### src/rtl/pipelined_adder.sv
// Pipelined add/subtract: the carry chain is cut into STAGES equal slices, one per stage,
// with valid/ready flow control. Define ADDER_SAT_EN to add the sat_i saturating mode.
module pipelined_adder #(
    parameter int WIDTH  = 32,
    parameter int STAGES = 4
) (
    input  logic             clk_i,
    input  logic             rst_n_i,
    input  logic [WIDTH-1:0] a_i,
    input  logic [WIDTH-1:0] b_i,
    input  logic             sub_i,
`ifdef ADDER_SAT_EN
    input  logic             sat_i,
`endif
    input  logic             valid_i,
    output logic             ready_o,
    output logic [WIDTH-1:0] y_o,
    output logic             carry_o,
    output logic             overflow_o,
    output logic             zero_o,
    output logic             valid_o,
    input  logic             ready_i
);

    localparam int S = WIDTH / STAGES;
    localparam logic [WIDTH-1:0] LO_MASK = {WIDTH{1'b1}} >> S;

    if (STAGES < 1 || (WIDTH % STAGES) != 0) begin : g_bad_cfg
        $error("pipelined_adder: WIDTH must be a multiple of STAGES and STAGES >= 1");
    end

    // Flow control: stage k can take new data when empty or when it is moving on itself.
    logic [STAGES-1:0] vld_q, vld_d, vin, can, en;
    logic              chain;

    assign vin = STAGES'({vld_q, valid_i});

    always_comb begin
        can   = '0;
        chain = ready_i;
        for (int k = STAGES - 1; k >= 0; k--) begin
            can[k] = !vld_q[k] || chain;
            chain  = can[k];
        end
    end

    assign en      = vin & can;
    assign vld_d   = (vin & can) | (vld_q & ~can);
    assign ready_o = can[0];
    assign valid_o = vld_q[STAGES-1];

    always_ff @(posedge clk_i or negedge rst_n_i) begin
        if (!rst_n_i) vld_q <= '0;
        else          vld_q <= vld_d;
    end

    logic [WIDTH-1:0] bx;
    logic [WIDTH-1:0] acc_f;
    logic [S-1:0]     b_f;
    logic             c_f;
`ifdef ADDER_SAT_EN
    logic             sat_f;
`endif

    assign bx = b_i ^ {WIDTH{sub_i}};

    // acc holds finished sum slices below the current slice and untouched a-slices above it;
    // b remainders are packed into one bus, stage k owning WIDTH-(k+1)*S bits.
    if (STAGES > 1) begin : g_pipe
        localparam int BT = WIDTH * (STAGES - 1) / 2;
        logic [STAGES-2:0][WIDTH-1:0] acc_q;
        logic [BT-1:0]                brem_q;
        logic [STAGES-2:0]            c_q;
`ifdef ADDER_SAT_EN
        logic [STAGES-2:0]            sat_q;
`endif
        for (genvar k = 0; k < STAGES - 1; k++) begin : g_st
            localparam int R   = WIDTH - (k + 1) * S;
            localparam int OFF = k * WIDTH - S * k * (k + 1) / 2;
            logic [WIDTH-1:0] acc_in;
            logic [R+S-1:0]   b_in;
            logic             c_in;
            logic [S:0]       sum;
`ifdef ADDER_SAT_EN
            logic             sat_in;
`endif
            if (k == 0) begin : g_src
                assign acc_in = a_i;
                assign b_in   = bx;
                assign c_in   = sub_i;
`ifdef ADDER_SAT_EN
                assign sat_in = sat_i;
`endif
            end else begin : g_src
                localparam int POFF = OFF - R - S;
                assign acc_in = acc_q[k-1];
                assign b_in   = brem_q[POFF +: R+S];
                assign c_in   = c_q[k-1];
`ifdef ADDER_SAT_EN
                assign sat_in = sat_q[k-1];
`endif
            end

            assign sum = {1'b0, acc_in[k*S +: S]} + {1'b0, b_in[S-1:0]} + {{S{1'b0}}, c_in};

            always_ff @(posedge clk_i or negedge rst_n_i) begin
                if (!rst_n_i) begin
                    acc_q[k]         <= '0;
                    brem_q[OFF +: R] <= '0;
                    c_q[k]           <= 1'b0;
`ifdef ADDER_SAT_EN
                    sat_q[k]         <= 1'b0;
`endif
                end else if (en[k]) begin
                    acc_q[k]             <= acc_in;
                    acc_q[k][k*S +: S]   <= sum[S-1:0];
                    brem_q[OFF +: R]     <= b_in[S +: R];
                    c_q[k]               <= sum[S];
`ifdef ADDER_SAT_EN
                    sat_q[k]             <= sat_in;
`endif
                end
            end
        end

        assign acc_f = acc_q[STAGES-2];
        assign b_f   = brem_q[BT-S +: S];
        assign c_f   = c_q[STAGES-2];
`ifdef ADDER_SAT_EN
        assign sat_f = sat_q[STAGES-2];
`endif
    end else begin : g_single
        assign acc_f = a_i;
        assign b_f   = bx;
        assign c_f   = sub_i;
`ifdef ADDER_SAT_EN
        assign sat_f = sat_i;
`endif
    end

    // Final slice; its top bits are the operand MSBs, so the flags come from here.
    logic [S:0]       sum_f;
    logic [WIDTH-1:0] y_raw, y_d;
    logic             a_msb, b_msb, ovf_d;
    logic [WIDTH-1:0] y_q;
    logic             carry_q, ovf_q, zero_q;

    assign a_msb = acc_f[WIDTH-1];
    assign b_msb = b_f[S-1];
    assign sum_f = {1'b0, acc_f[WIDTH-S +: S]} + {1'b0, b_f} + {{S{1'b0}}, c_f};
    assign y_raw = (acc_f & LO_MASK) | (WIDTH'(sum_f[S-1:0]) << (WIDTH - S));
    assign ovf_d = (a_msb == b_msb) && (sum_f[S-1] != a_msb);
`ifdef ADDER_SAT_EN
    assign y_d   = (sat_f && ovf_d) ? {a_msb, {(WIDTH-1){~a_msb}}} : y_raw;
`else
    assign y_d   = y_raw;
`endif

    always_ff @(posedge clk_i or negedge rst_n_i) begin
        if (!rst_n_i) begin
            y_q     <= '0;
            carry_q <= 1'b0;
            ovf_q   <= 1'b0;
            zero_q  <= 1'b0;
        end else if (en[STAGES-1]) begin
            y_q     <= y_d;
            carry_q <= sum_f[S];
            ovf_q   <= ovf_d;
            zero_q  <= ~|y_d;
        end
    end

    assign y_o        = y_q;
    assign carry_o    = carry_q;
    assign overflow_o = ovf_q;
    assign zero_o     = zero_q;

endmodule

### config.mk
export PLATFORM = sky130hd
export DESIGN_NAME = pipelined_adder
export DESIGN_NICKNAME = d
export VERILOG_FILES = /design/src/rtl/pipelined_adder.sv
export SDC_FILE = /design/constraint.sdc
export NUM_CORES = 1
export LEC_CHECK = 0
export CORE_MARGIN = 1
export CORE_UTILIZATION = 35
export DETAILED_ROUTE_END_ITERATION = 12
export SETUP_SLACK_MARGIN = 0.4
export SKIP_CTS_REPAIR_TIMING = 1
export SYNTH_ARGS = -nofsm -noshare
export SYNTH_HDL_FRONTEND = slang
export SYNTH_SLANG_ARGS = --single-unit
### constraint.sdc
create_clock -name clk_i -period 2.2 [get_ports clk_i]
set_clock_uncertainty 0.2 [all_clocks]
set_input_delay 0.44 -clock clk_i [delete_from_list [all_inputs] [get_ports clk_i]]
set_output_delay 0.44 -clock clk_i [all_outputs]
set_load 0.1 [all_outputs]
# [Word-level counts from Yosys, hierarchy flattened]
# Index checks and enable logic that the tools add are counted.
[word_totals] memories=0 ram_bits=0 out_inout_bits=37 regBits=186 elab_cells=41 latchBits=0 rom_bits=0 input_bits=69
[classes] multipliers=0 bitwise_logic=6 n_addsub=8 n_lt_le_gt_ge=0 mux=0 reduce_logical=11 shifts=0 div=0 n_eq_ne=2
[ops] operator="$add 8x8->9" n=4
[ops] operator="$add 9x1->9" n=4
[ops] operator="$or 24x32->32" n=1
[ops] operator="$reduce_or 32->1" n=1
[ops] operator="$xor 32x32->32" n=1
[ops] operator="$and 4x4->4" n=2
[ops] operator="$logic_not 1->1" n=5
[ops] operator="$logic_or 1x1->1" n=4
[ops] operator="$not 4->4" n=1
[ops] operator="$or 4x4->4" n=1
[ops] operator="$eq 1x1->1" n=1
[ops] operator="$logic_and 1x1->1" n=1
[ops] operator="$ne 1x1->1" n=1

# [Logic depth before layout (Yosys ltp)]
# Gate-level depths: netlist of the first run.
[depth] depth_word=8 mapped_depth=10 depth_no_buf=10

# [Worst setup path after synthesis of the first run]
# Ideal clock, no wire load.
[synth_path] path_kind="register -> register" startpoint="register (tool-made name)" endpoint="register g_pipe.acc_q (netlist bit g_pipe.g_st[1].acc_in[15])" slack_ns=-0.800 setup_ns=0.125 synth_period_minus_slack_ns=3.000 stages_incl_launch_ff=6 arrival_ns=2.675 path_buffers=1 t_required_ns=1.875 path_cell_list="dfrtp_1 nand4b_1 or2_1 nand2_2 buf_4 mux2_2"
[synth_lines] element="to (signal, indexed assignment)" line="115" source="acc_q[k] <= acc_in;"
[synth_lines] element="to (signal, indexed assignment)" line="116" source="acc_q[k][k*S +: S] <= sum[S-1:0];"
[synth_lines] element="to (decl)" line="71" source="logic [STAGES-2:0][WIDTH-1:0] acc_q;"

# [Worst setup path after layout of the first run]
[layout_path] startpoint="register g_pipe.c_q[2], in the netlist c_f" endpoint="register zero_q, in the netlist zero_o"
[layout_between] elab_chain_cells=4
[layout_lines] element="from (decl)" line="73" source="logic [STAGES-2:0] c_q;"
[layout_lines] element="from (signal, indexed assignment)" line="118" source="c_q[k] <= sum[S];"
[layout_lines] element="$add 9x1->9" line="150" source="assign sum_f = {1'b0, acc_f[WIDTH-S +: S]} + {1'b0, b_f} + {{S{1'b0}}, c_f};"
[layout_lines] element="$or 24x32->32" line="151" source="assign y_raw = (acc_f & LO_MASK) | (WIDTH'(sum_f[S-1:0]) << (WIDTH - S));"
[layout_lines] element="$reduce_or 32->1" line="169" source="zero_q <= ~|y_d;"
[layout_lines] element="$logic_not 1->1" line="169"
[layout_lines] element="to (signal assigned)" line="169"
[layout_lines] element="to (decl)" line="146" source="logic carry_q, ovf_q, zero_q;"
# No other way between the ends.
# A chain may end at the register's enable or synchronous reset.

==> results by group, run 1 <==
Run status
  – Outcome: finished with violations
  – Violated checks: setup timing

Synthesis
  – Number of synthesized flops with an enable pin: 0
  – Top post-synthesis cells by count: dfrtp_1, mux2_2, nand2_1
  – Number of distinct library cell variants in the gate-level netlist after synthesis: 45
  – Most frequently used flop master after synthesis: dfrtp_1
  – Dominant cell type by area after synthesis: dfrtp_1
  – Flop and latch count out of synthesis: 186
  – Area share of the leading cell type in the synthesized netlist: 55.4%
  – Syn nets: 766
  – Most frequent cell after synthesis: dfrtp_1
  – Count of yosys warnings during synthesis: 0
  – Synth Area per Inst: 12.7 sq um
  – Register area share after synthesis: a little under three fifths
  – Netlist Area Pre-Place: roughly 0.0084 sq mm
  – Synthesized netlist cell count: 662
  – Proportion of register bits with asynchronous set or reset after synthesis: 100%
  – Leading post-synthesis cells by cell area: dfrtp_1, mux2_2, ha_1

STA
  – Period Utilization, post-route: 114%
  – Highest Clock Rate: 0.398 GHz
  – Final hold violation count: 0
  – Final Worst Setup Slack: -0.315 ns
  – Min cycle time layout: 2.51 ns
  – Transition time at the pin with the least slew margin: 0.367 ns
  – RSZ-0062 raised after global routing: yes
  – Headroom to the max-slew limit: 75.4%
  – Final Setup Violations: 6
  – Slew Limit Fails: 0

Pwr
  – PD cells: between 1000 and 1500 mW/mm^2
  – Max IR drop VDD: 0.790 mV
  – Portion of total power attributed to combinational logic: 49.1%
  – Clk pwr share: between 10% and 20%
  – Switching Power: ~6.7 mW
  – Sequential fraction of design power: between 30% and 40%
  – P_int: 10.2 mW
  – Switching Fraction: roughly two fifths
  – Leakage power summed over all cells: between 5 and 6 nW

Placement
  – Placed Cells: 1115
  – Input/output buffers: 105
  – Post-Place Cell Area: 0.0109 sq mm
  – HPWL after DPL: 13100 microns
  – Gpl congestion: ~0.75

Critical path
  – Largest fanout on the critical path: 2
  – Worst-path cell with the longest stage delay: fa_2
  – Worst Path Required: 2.33 ns
  – Class of the most critical setup path: reg -> reg
  – Crit-path max cell delay: 0.53 ns
  – Series of cell instances along the critical path: fa_2 > inv_2 > fa_2 > nor4b_2 > nand4_1 > nor4_2 > and4b_1 > nand4_1 > o31ai_1
  – Arrival time at the worst endpoint: ~2.7 ns
  – Worst setup EP type: flip-flop
  – Buffering stage count on the worst path with inverters included: 1
  – Kind of cell adding the most delay to the critical path: simple AND/OR/NAND/NOR gates
  – Startpoint type of the worst setup path: flip-flop

Routing
  – Remaining number of nets flagged by the antenna check after routing: 0
  – Drc violations: 0
  – First-pass iteration count of the detailed router: 4
  – Total via count after detailed routing: approximately 5400
  – Detailed Route WL: 17600 microns
  – Per-cell routed wire length: 15.0 microns
  – Vias per cell: about 4.6
  – DRC violation total after the first TritonRoute iteration: 212

Clock tree
  – Root Driver: clkbuf_16
  – Clock H-tree levels: 4
  – Clk Latency, worst-skew pair: 0.42 ns
  – Clock transition at path regs: roughly 0.07 ns
  – Clock sink count: 186
  – Number of buffers added by the clock tree synthesis step: 17
  – Clock tree from TritonCTS: done
  – Clock Path Buffers: 2

Global routing
  – Total Routing Usage GR: 14.8%
  – Wire length of the first global-routing pass: 28000 microns
  – Pin count of the biggest net entering global routing: between 50 and 60
  – Via count of the first global-routing pass: 5305
  – Antenna violations before repair: 0
  – Global route total overflow: 0

Cells and area
  – Area added between synthesis and finish: 44.6%
  – Diode insertion count for antenna repair: 0
  – Utilization after layout: 51.7%
  – Post-route standard cell area excluding fillers: 0.0121 sq mm
  – Fillcell total: 2021
  – Net count of the finished layout: between 900 and 1000
  – Layout cell share with drive strength beyond 1: 44.7%
  – Non-filler cells in the finished layout: 1170

Min path
  – Type of the most critical hold path: in -> reg

Floorplan
  – Die X: 157 microns
  – Row count: 56
  – Core Area: approximately 0.023 sq mm
  – Effective utilization at floorplan: 35.8%
  – Full die area: ~0.025 sq mm
  – Height of the chip: 157 microns
  – Ports: 106

Run
  – Max-cap viol count: 0
==> layout by cell type, fill, tap and decap left out, types with 3 or more instances in the layout <==
master,n
nor3_2,3
buf_4,63
fa_2,7
a21oi_1,6
nor2_1,10
o21bai_1,5
inv_2,9
inv_1,11
nand2b_1,5
buf_6,6
clkbuf_16,19
mux2_2,56
o21a_1,5
xnor2_2,7
buf_8,4
a21o_1,7
nor4_1,4
clkbuf_1,3
o31ai_1,5
buf_12,43
dlymetal6s2s_1,6
clkdlybuf4s50_1,57
clkinv_2,3
clkbuf_8,3
o21ai_1,28
nand3_1,4
mux2_4,72
o21ai_0,9
a21oi_2,7
ha_1,26
or3_1,3
xor2_1,12
nand2_4,7
nand2_2,21
nand2_1,29
dfrtp_1,185
o21ai_2,16
nor3_1,6
xnor2_1,30
a211oi_2,3
==> power by group through the flow <==
stage / Clock (mW) / Combinational, mW / Sequential, mW
after global placement: 0 / 7.69 / 5.63
final: 3.03 / 8.33 / 5.62
after detailed placement: 0 / 7.76 / 5.68
after CTS: 3.11 / 7.78 / 5.62
after floorplan: 0 / 3.28 / 7.44
after global routing: 3.28 / 8.86 / 5.78
==> stage by stage <==
stage	total power [mW]	setup TNS (ns)	setup WS, ns	hold slack [ns]
3_3_place_gp	13.3	-9.27	-0.530	0.173
3_5_place_dp	13.4	-9.44	-0.569	0.173
2_1_floorplan	10.7	-2.15	-0.144	-0.0556
6_report	17.0	-0.581	-0.315	0.145
4_1_cts	16.5	-1.07	-0.368	-0.288
5_1_grt	17.9	-1.66	-0.510	0.139
==> cell type report <==
class | instances | area, sq um | area share (%)
flip-flops and latches | 186 | 4660 | 38.4
multi-input cells | 429 | 4240 | 34.9
repair buffers | 184 | 2180 | 17.9
clock buffers | 23 | 478 | 3.94
well taps | 319 | 399 | 3.29
clock inverters | 9 | 111 | 0.917
inverters | 20 | 75.1 | 0.618
==> final timing paths <==
path                                           start                   endpoint  slack (ns)  depth (start not counted)
max                                              c_f                     zero_o       -0.31                          9
min                                          ready_i                  flip-flop        0.15                          3
max reg2reg                                      c_f                     zero_o       -0.31                          9
min reg2reg                g_pipe.g_st[2].acc_in[12]  g_pipe.g_st[2].acc_in[12]        0.28                          2
max in group asynchronous                    rst_n_i  g_pipe.g_st[1].acc_in[13]        0.85                          3
min in group asynchronous                    rst_n_i                    y_o[29]        0.29                          2
==> worst reg2reg max path, delay by kind of cell, from the launching register on <==
| family | cells | cell delay (ns) |
|---|---|---|
| AO/OA/AOI/OAI | 1 | 0.22 |
| adder cells (fa/ha/maj) | 2 | 0.76 |
| buffers and inverters | 1 | 0.04 |
| flip-flops | 1 | 0.38 |
| AND/OR/NAND/NOR | 5 | 0.82 |
==> kinds of logic after synthesis <==
group	Yosys count	synth area share (%)
flops	186	55.4
mux	129	17.3
simple gates	111	6.17
compound gates	103	7.38
xor+xnor	51	5.32
buf+inv	47	2.52
fa+ha+maj	35	5.84
==> per-layer routing <==
metal	vias to the layer above	track usage (%)	part of all wire, %	wire, microns
met2	92	21.2	45	7830
met3	14	3.66	3.4	594
met4	0	4.81	1.2	219
li1	2677	-	-	-
met5	-	0	0	0
met1	2596	21.7	51	8920
==> flip-flops by register name, summed over array words and instances, names as in the netlist, named ones only <==
signal              flops
y_o                    32
acc_f                  32
c_f                     1
b_f                     8
g_pipe.g_st.acc_in     64
overflow_o              1
zero_o                  1
carry_o                 1
g_pipe.g_st.b_in       40
g_pipe.g_st.c_in        2
Power figures use the tool's default switching activity.
==> inputs of run 2 (changes only) <==
--- a/config.mk
+++ b/config.mk
@@ -7,6 +7,7 @@
 export LEC_CHECK = 0
 export CORE_MARGIN = 1
 export CORE_UTILIZATION = 35
+export CTS_BUF_LIST = sky130_fd_sc_hd__clkbuf_4 sky130_fd_sc_hd__clkbuf_8 sky130_fd_sc_hd__clkbuf_16
 export DETAILED_ROUTE_END_ITERATION = 12
 export SETUP_SLACK_MARGIN = 0.4
 export SKIP_CTS_REPAIR_TIMING = 1
==> run 2 against run 1 <==
Compared with the run above:
- the flow still finishes with violations (setup timing)
- die area did not move
- design area barely moved
- cell count did not move
- largest power group unchanged
- sequential share of layout area barely moved
- critical path type unchanged
==> results by group, run 2 (synthesis gave the netlist of run 1 again) <==
Run status
  – Outcome: finished with violations
  – Violated checks: setup timing

Global routing
  – Global route total overflow: 0 (unchanged)
  – Pin count of the biggest net entering global routing: 53 (unchanged)
  – Via count of the first global-routing pass: 5302 (-0.057%)
  – Wire length of the first global-routing pass: 28000 microns (about the same)
  – Antenna violations before repair: 0 (unchanged)
  – Total Routing Usage GR: 14.8% (about the same)

Clock tree
  – Clock sink count: 186 (unchanged)
  – Clock H-tree levels: 4 (unchanged)
  – Clock Path Buffers: 2 (unchanged)
  – Clock transition at path regs: 0.07 ns (about the same)
  – Number of buffers added by the clock tree synthesis step: 17 (unchanged)
  – Root Driver: clkbuf_16
  – Clock tree from TritonCTS: done
  – Clk Latency, worst-skew pair: 0.42 ns (about the same)

Floorplan
  – Die X: 157 microns (unchanged)
  – Core Area: 0.0235 sq mm (unchanged)
  – Full die area: 0.0246 sq mm (unchanged)
  – Ports: 106 (unchanged)
  – Row count: 56 (unchanged)
  – Effective utilization at floorplan: 35.8% (unchanged)
  – Height of the chip: 157 microns (unchanged)

Placement
  – Gpl congestion: 0.753 (unchanged)
  – HPWL after DPL: 13100 microns (unchanged)
  – Post-Place Cell Area: 0.0109 sq mm (unchanged)
  – Input/output buffers: 105 (unchanged)
  – Placed Cells: 1115 (unchanged)

Critical path
  – Crit-path max cell delay: 0.53 ns (about the same)
  – Reg-to-reg critical path startpoint: c_f
  – Series of cell instances along the critical path: fa_2 > inv_2 > fa_2 > nor4b_2 > nand4_1 > nor4_2 > and4b_1 > nand4_1 > o31ai_1
  – Worst setup path startpoint: c_f
  – Buffering stage count on the worst path with inverters included: 1 (unchanged)
  – Startpoint type of the worst setup path: flip-flop
  – Worst R2R Setup Slack: -0.31 ns (about the same)
  – Worst setup EP type: flip-flop
  – Worst Path Required: 2.33 ns (about the same)
  – Kind of cell adding the most delay to the critical path: simple AND/OR/NAND/NOR gates
  – Path depth of the worst reg2reg path: 9 (unchanged)
  – End point of the critical path: zero_o
  – Largest fanout on the critical path: 2 (unchanged)
  – Endpoint of the worst-slack reg-to-reg timing path: zero_o
  – Class of the most critical setup path: reg -> reg
  – Arrival time at the worst endpoint: 2.65 ns (about the same)
  – Logic depth of the worst setup path including buffers: 9 (unchanged)
  – Worst-path cell with the longest stage delay: fa_2

Cells and area
  – Post-route standard cell area excluding fillers: 0.0122 sq mm (about the same)
  – Top library cells by usage in the layout, fill and taps aside: dfrtp_1, mux2_4, buf_4
  – Diode insertion count for antenna repair: 0 (unchanged)
  – Max FFs per register: 64 (unchanged)
  – Layout cell share with drive strength beyond 1: 45.0% (+0.35 points)
  – Most common library cell in the layout ignoring fill and taps: dfrtp_1
  – Non-filler cells in the finished layout: 1170 (unchanged)
  – Area added between synthesis and finish: 44.7% (about the same)
  – Utilization after layout: 51.8% (about the same)
  – Net count of the finished layout: 942 (unchanged)

STA
  – Final hold violation count: 0 (unchanged)
  – RSZ-0062 raised after global routing: yes
  – Setup TNS: -0.578 ns (+0.00335 ns)
  – Final Worst Setup Slack: -0.313 ns (+0.00117 ns)
  – Min cycle time layout: 2.51 ns (-0.00117 ns)
  – Slew Limit Fails: 0 (unchanged)
  – Headroom to the max-slew limit: 75.4% (about the same)
  – Transition time at the pin with the least slew margin: 0.367 ns (-0.00000203 ns)
  – Period Utilization, post-route: 114% (about the same)
  – Highest Clock Rate: 0.398 GHz (about the same)
  – Final Setup Violations: 6 (unchanged)

Pwr
  – Overall power of the completed layout: 17.0 mW (+0.22%)
  – Max IR drop VDD: 0.790 mV (about the same)
  – PD cells: 1400 mW/mm^2 (+0.13%)
  – Leakage power summed over all cells: 5.56 nW (+0.18%)

Routing
  – Detailed Route WL: 17600 microns (about the same)
  – Per-cell routed wire length: 15.0 microns (about the same)
  – Drc violations: 0 (unchanged)
  – Total via count after detailed routing: 5386 (+0.13%)
  – Vias per cell: 4.60 (+0.13%)
  – DRC violation total after the first TritonRoute iteration: 211 (-0.47%)
  – Remaining number of nets flagged by the antenna check after routing: 0 (unchanged)
  – First-pass iteration count of the detailed router: 4 (unchanged)

Run
  – Max-cap viol count: 0 (unchanged)

Min path
  – Type of the most critical hold path: in -> reg
[run 2: cell types whose count changed in the layout (fill, tap and decap cells not counted)]
cell | before | now
clkbuf_1 | 3 | 0
clkbuf_4 | 0 | 3
[run 2: worst reg2reg max path: stages, from the launching register on]
cell and delay, ns:
dfrtp_1 0.38, fa_2 0.23, inv_2 0.04, fa_2 0.53
nor4b_2 0.18, nand4_1 0.12, nor4_2 0.16, and4b_1 0.26
nand4_1 0.10, o31ai_1 0.22
[run 2: layer usage]
| layer | vias up | wire length [microns] | track usage [%] |
|---|---|---|---|
| li1 | 2676 | - | - |
| met1 | 2607 | 8910 | 21.7 |
| met2 | 90 | 7850 | 21.1 |
| met3 | 13 | 582 | 3.66 |
| met4 | 0 | 219 | 4.81 |
| met5 | - | 0 | 0 |
[run 2: how the worst min path moves through the flow]
| stage | end | slack [ns] | cells past startpoint | start |
|---|---|---|---|---|
| 2_1_floorplan | async pin | -0.06 | 0 | rst_n_i |
| 4_1_cts | y_o[29] | -0.29 | 1 | rst_n_i |
| 3_3_place_gp | y_o[29] | 0.17 | 1 | rst_n_i |
| 6_report | flip-flop | 0.15 | 3 | ready_i |
| 5_1_grt | flip-flop | 0.14 | 3 | ready_i |
| 3_5_place_dp | y_o[30] | 0.17 | 1 | rst_n_i |
[run 2: power by group]
part	internal [mW]	leakage, nW	switching (mW)
sequential	4.61	2.23	1.01
clock	1.81	0.300	1.26
combinational	3.85	3.03	4.48
total	10.3	5.56	6.74
[run 2: cell type report]
cell class / instances / area, sq um
Clock buffer: 23 / 489
Fill cell: 2023 / 11300
Multi-Input combinational cell: 429 / 4240
Clock inverter: 9 / 111
Timing Repair Buffer: 184 / 2180
Tap cell: 319 / 399
Inverter: 20 / 75.1
Sequential cell: 186 / 4660
[run 2: through the flow]
step,hold WS (ns),setup WS [ns]
after floorplan,-0.0556,-0.144
after global placement,0.173,-0.530
after detailed placement,0.173,-0.569
after CTS,-0.288,-0.367
after global routing,0.138,-0.507
final,0.145,-0.313
==> inputs of run 3 (changes only) <==
--- a/config.mk
+++ b/config.mk
@@ -8,7 +8,9 @@
 export CORE_MARGIN = 1
 export CORE_UTILIZATION = 35
 export CTS_BUF_LIST = sky130_fd_sc_hd__clkbuf_4 sky130_fd_sc_hd__clkbuf_8 sky130_fd_sc_hd__clkbuf_16
+export CTS_CLUSTER_SIZE = 16
 export DETAILED_ROUTE_END_ITERATION = 12
+export MAX_ROUTING_LAYER = met4
 export SETUP_SLACK_MARGIN = 0.4
 export SKIP_CTS_REPAIR_TIMING = 1
 export SYNTH_ARGS = -nofsm -noshare
==> run 3 against run 2 <==
Compared with the run above:
- the run still ends with setup timing left
- global-route usage rose by 0.43 points
- first-iteration DRC count increased by 7.6%
- cell count did not move
- via count is essentially flat
- clock-buffer cell count unchanged
- worst setup slack got worse by 0.0056 ns
- largest cell class unchanged
- largest power group unchanged
- highest routed layer unchanged
==> results by group, run 3 (synthesis gave the netlist of run 1 again) <==
STA
  – Final hold violation count: 0 (unchanged)
  – Final Setup Violations: 6 (unchanged)
  – RSZ-0062 raised after global routing: yes
  – Min cycle time layout: 2.52 ns (+0.00555 ns)
  – Transition time at the pin with the least slew margin: 0.367 ns (-0.000000119 ns)
  – Slew Limit Fails: 0 (unchanged)
  – Final Worst Setup Slack: -0.319 ns (-0.00555 ns)
  – Headroom to the max-slew limit: 75.4% (unchanged)
  – Setup TNS: -0.581 ns (-0.00253 ns)
  – Hold slack: 0.144 ns (-0.00117 ns)
  – Period Utilization, post-route: 114% (+0.25 points)
  – Highest Clock Rate: 0.397 GHz (-0.22%)

Critical path
  – Largest fanout on the critical path: 2 (unchanged)
  – Worst setup EP type: flip-flop
  – Crit-path max cell delay: 0.53 ns (about the same)
  – Worst-path cell with the longest stage delay: fa_2
  – Series of cell instances along the critical path: fa_2 > inv_2 > fa_2 > nor4b_2 > nand4_1 > nor4_2 > and4b_1 > nand4_1 > o31ai_1
  – Kind of cell adding the most delay to the critical path: simple AND/OR/NAND/NOR gates
  – Arrival time at the worst endpoint: 2.65 ns (about the same)
  – Startpoint type of the worst setup path: flip-flop
  – Worst Path Required: 2.33 ns (about the same)
  – Buffering stage count on the worst path with inverters included: 1 (unchanged)
  – Class of the most critical setup path: reg -> reg

Cells and area
  – Fillcell total: 2023 (unchanged)
  – Combined area of the multi-input logic cells: 0.00424 sq mm (unchanged)
  – Area added between synthesis and finish: 44.7% (unchanged)
  – Top library cells by usage in the layout, fill and taps aside: dfrtp_1, mux2_4, buf_4
  – Most common library cell in the layout ignoring fill and taps: dfrtp_1
  – Net count of the finished layout: 942 (unchanged)
  – Max FFs per register: 64 (unchanged)
  – Layout cell share with drive strength beyond 1: 45.0% (unchanged)
  – Area taken by flip-flops and latches: 0.00466 sq mm (unchanged)
  – Diode insertion count for antenna repair: 0 (unchanged)

Run status
  – Violated checks: setup timing
  – Outcome: finished with violations

Routing
  – Per-cell routed wire length: 15.0 microns (-0.16%)
  – Total via count after detailed routing: 5389 (+0.056%)
  – Vias per cell: 4.61 (about the same)
  – DRC violation total after the first TritonRoute iteration: 227 (+7.6%)
  – Remaining number of nets flagged by the antenna check after routing: 0 (unchanged)
  – Detailed Route WL: 17500 microns (-0.16%)
  – Drc violations: 0 (unchanged)
  – First-pass iteration count of the detailed router: 4 (unchanged)

Floorplan
  – Row count: 56 (unchanged)
  – Full die area: 0.0246 sq mm (unchanged)
  – Die X: 157 microns (unchanged)
  – Height of the chip: 157 microns (unchanged)
  – Core Area: 0.0235 sq mm (unchanged)
  – Ports: 106 (unchanged)
  – Effective utilization at floorplan: 35.8% (unchanged)

Placement
  – HPWL after DPL: 13100 microns (unchanged)
  – Setup WS pre-CTS: -0.569 ns (unchanged)
  – Input/output buffers: 105 (unchanged)
  – Gpl congestion: 0.764 (+1.4%)

Global routing
  – Via count of the first global-routing pass: 5307 (+0.094%)
  – Antenna violations before repair: 0 (unchanged)
  – Pin count of the biggest net entering global routing: 53 (unchanged)
  – Wire length of the first global-routing pass: 28100 microns (about the same)
  – Global route total overflow: 0 (unchanged)
  – Total Routing Usage GR: 15.2% (+0.43 points)

Clock tree
  – Root Driver: clkbuf_16
  – Number of buffers added by the clock tree synthesis step: 17 (unchanged)
  – Clock Path Buffers: 2 (unchanged)
  – Clock sink count: 186 (unchanged)
  – Clk Latency, worst-skew pair: 0.42 ns (about the same)
  – Clock tree from TritonCTS: done
  – Clock H-tree levels: 4 (unchanged)
  – Clock transition at path regs: 0.07 ns (about the same)

Run
  – Max-cap viol count: 0 (unchanged)

Min path
  – Type of the most critical hold path: in -> reg

Pwr
  – PD cells: 1400 mW/mm^2 (about the same)
  – Overall power of the completed layout: 17.0 mW (about the same)
  – Leakage power summed over all cells: 5.56 nW (unchanged)
  – Max IR drop VDD: 0.790 mV (about the same)
[run 3: cell counts in the layout (fill, tap and decap cells not counted)]
No cell type changed its count.
[run 3: report_power, final]
group	switching, mW	internal, mW
Combinational	4.47	3.85
Sequential	1.01	4.61
Clock	1.26	1.81
Total	6.74	10.3
[run 3: metal layers]
layer,part of all wire (%),wire length (microns),global-route usage [%],vias to the layer above
met5,0,0,-,-
met4,1.3,226,4.95,0
met3,3.1,552,3.38,15
met2,44,7800,21.2,90
met1,51,8960,21.7,2607
li1,-,-,-,2677
[run 3: area by class of cell]
| type | count | share of cell area (%) |
|---|---|---|
| clock buffer | 23 | 4.03 |
| timing repair buffer | 184 | 17.9 |
| multi-input combinational | 429 | 34.9 |
| sequential | 186 | 38.3 |
| tap | 319 | 3.28 |
| clock inverter | 9 | 0.916 |
| inverter | 20 | 0.618 |
[run 3: worst min-delay path: cells and delay by family]
kind / cells / cell delay (ns)
simple gates: 2 / 0.18
buf+inv: 1 / 0.11
[run 3: worst paths after layout]
kind                                           start                         to  slack (ns)  cells after the start
min in group asynchronous                    rst_n_i                    y_o[29]        0.28                      2
min                                          ready_i                  flip-flop        0.14                      3
max in group asynchronous                    rst_n_i  g_pipe.g_st[1].acc_in[13]        0.85                      3
max                                              c_f                     zero_o       -0.32                      9
min reg2reg                g_pipe.g_st[2].acc_in[12]  g_pipe.g_st[2].acc_in[12]        0.28                      2
max reg2reg                                      c_f                     zero_o       -0.32                      9
[run 3: stage by stage]
step | std cells | utilization (%) | cell area, sq um
global route | 1170 | 51.8 | 12200
floorplan | 662 | - | 8920
CTS | 1147 | 49.0 | 11500
finish | 1170 | 51.8 | 12200
global placement | 1115 | 46.5 | 10900
detailed placement | 1115 | 46.5 | 10900
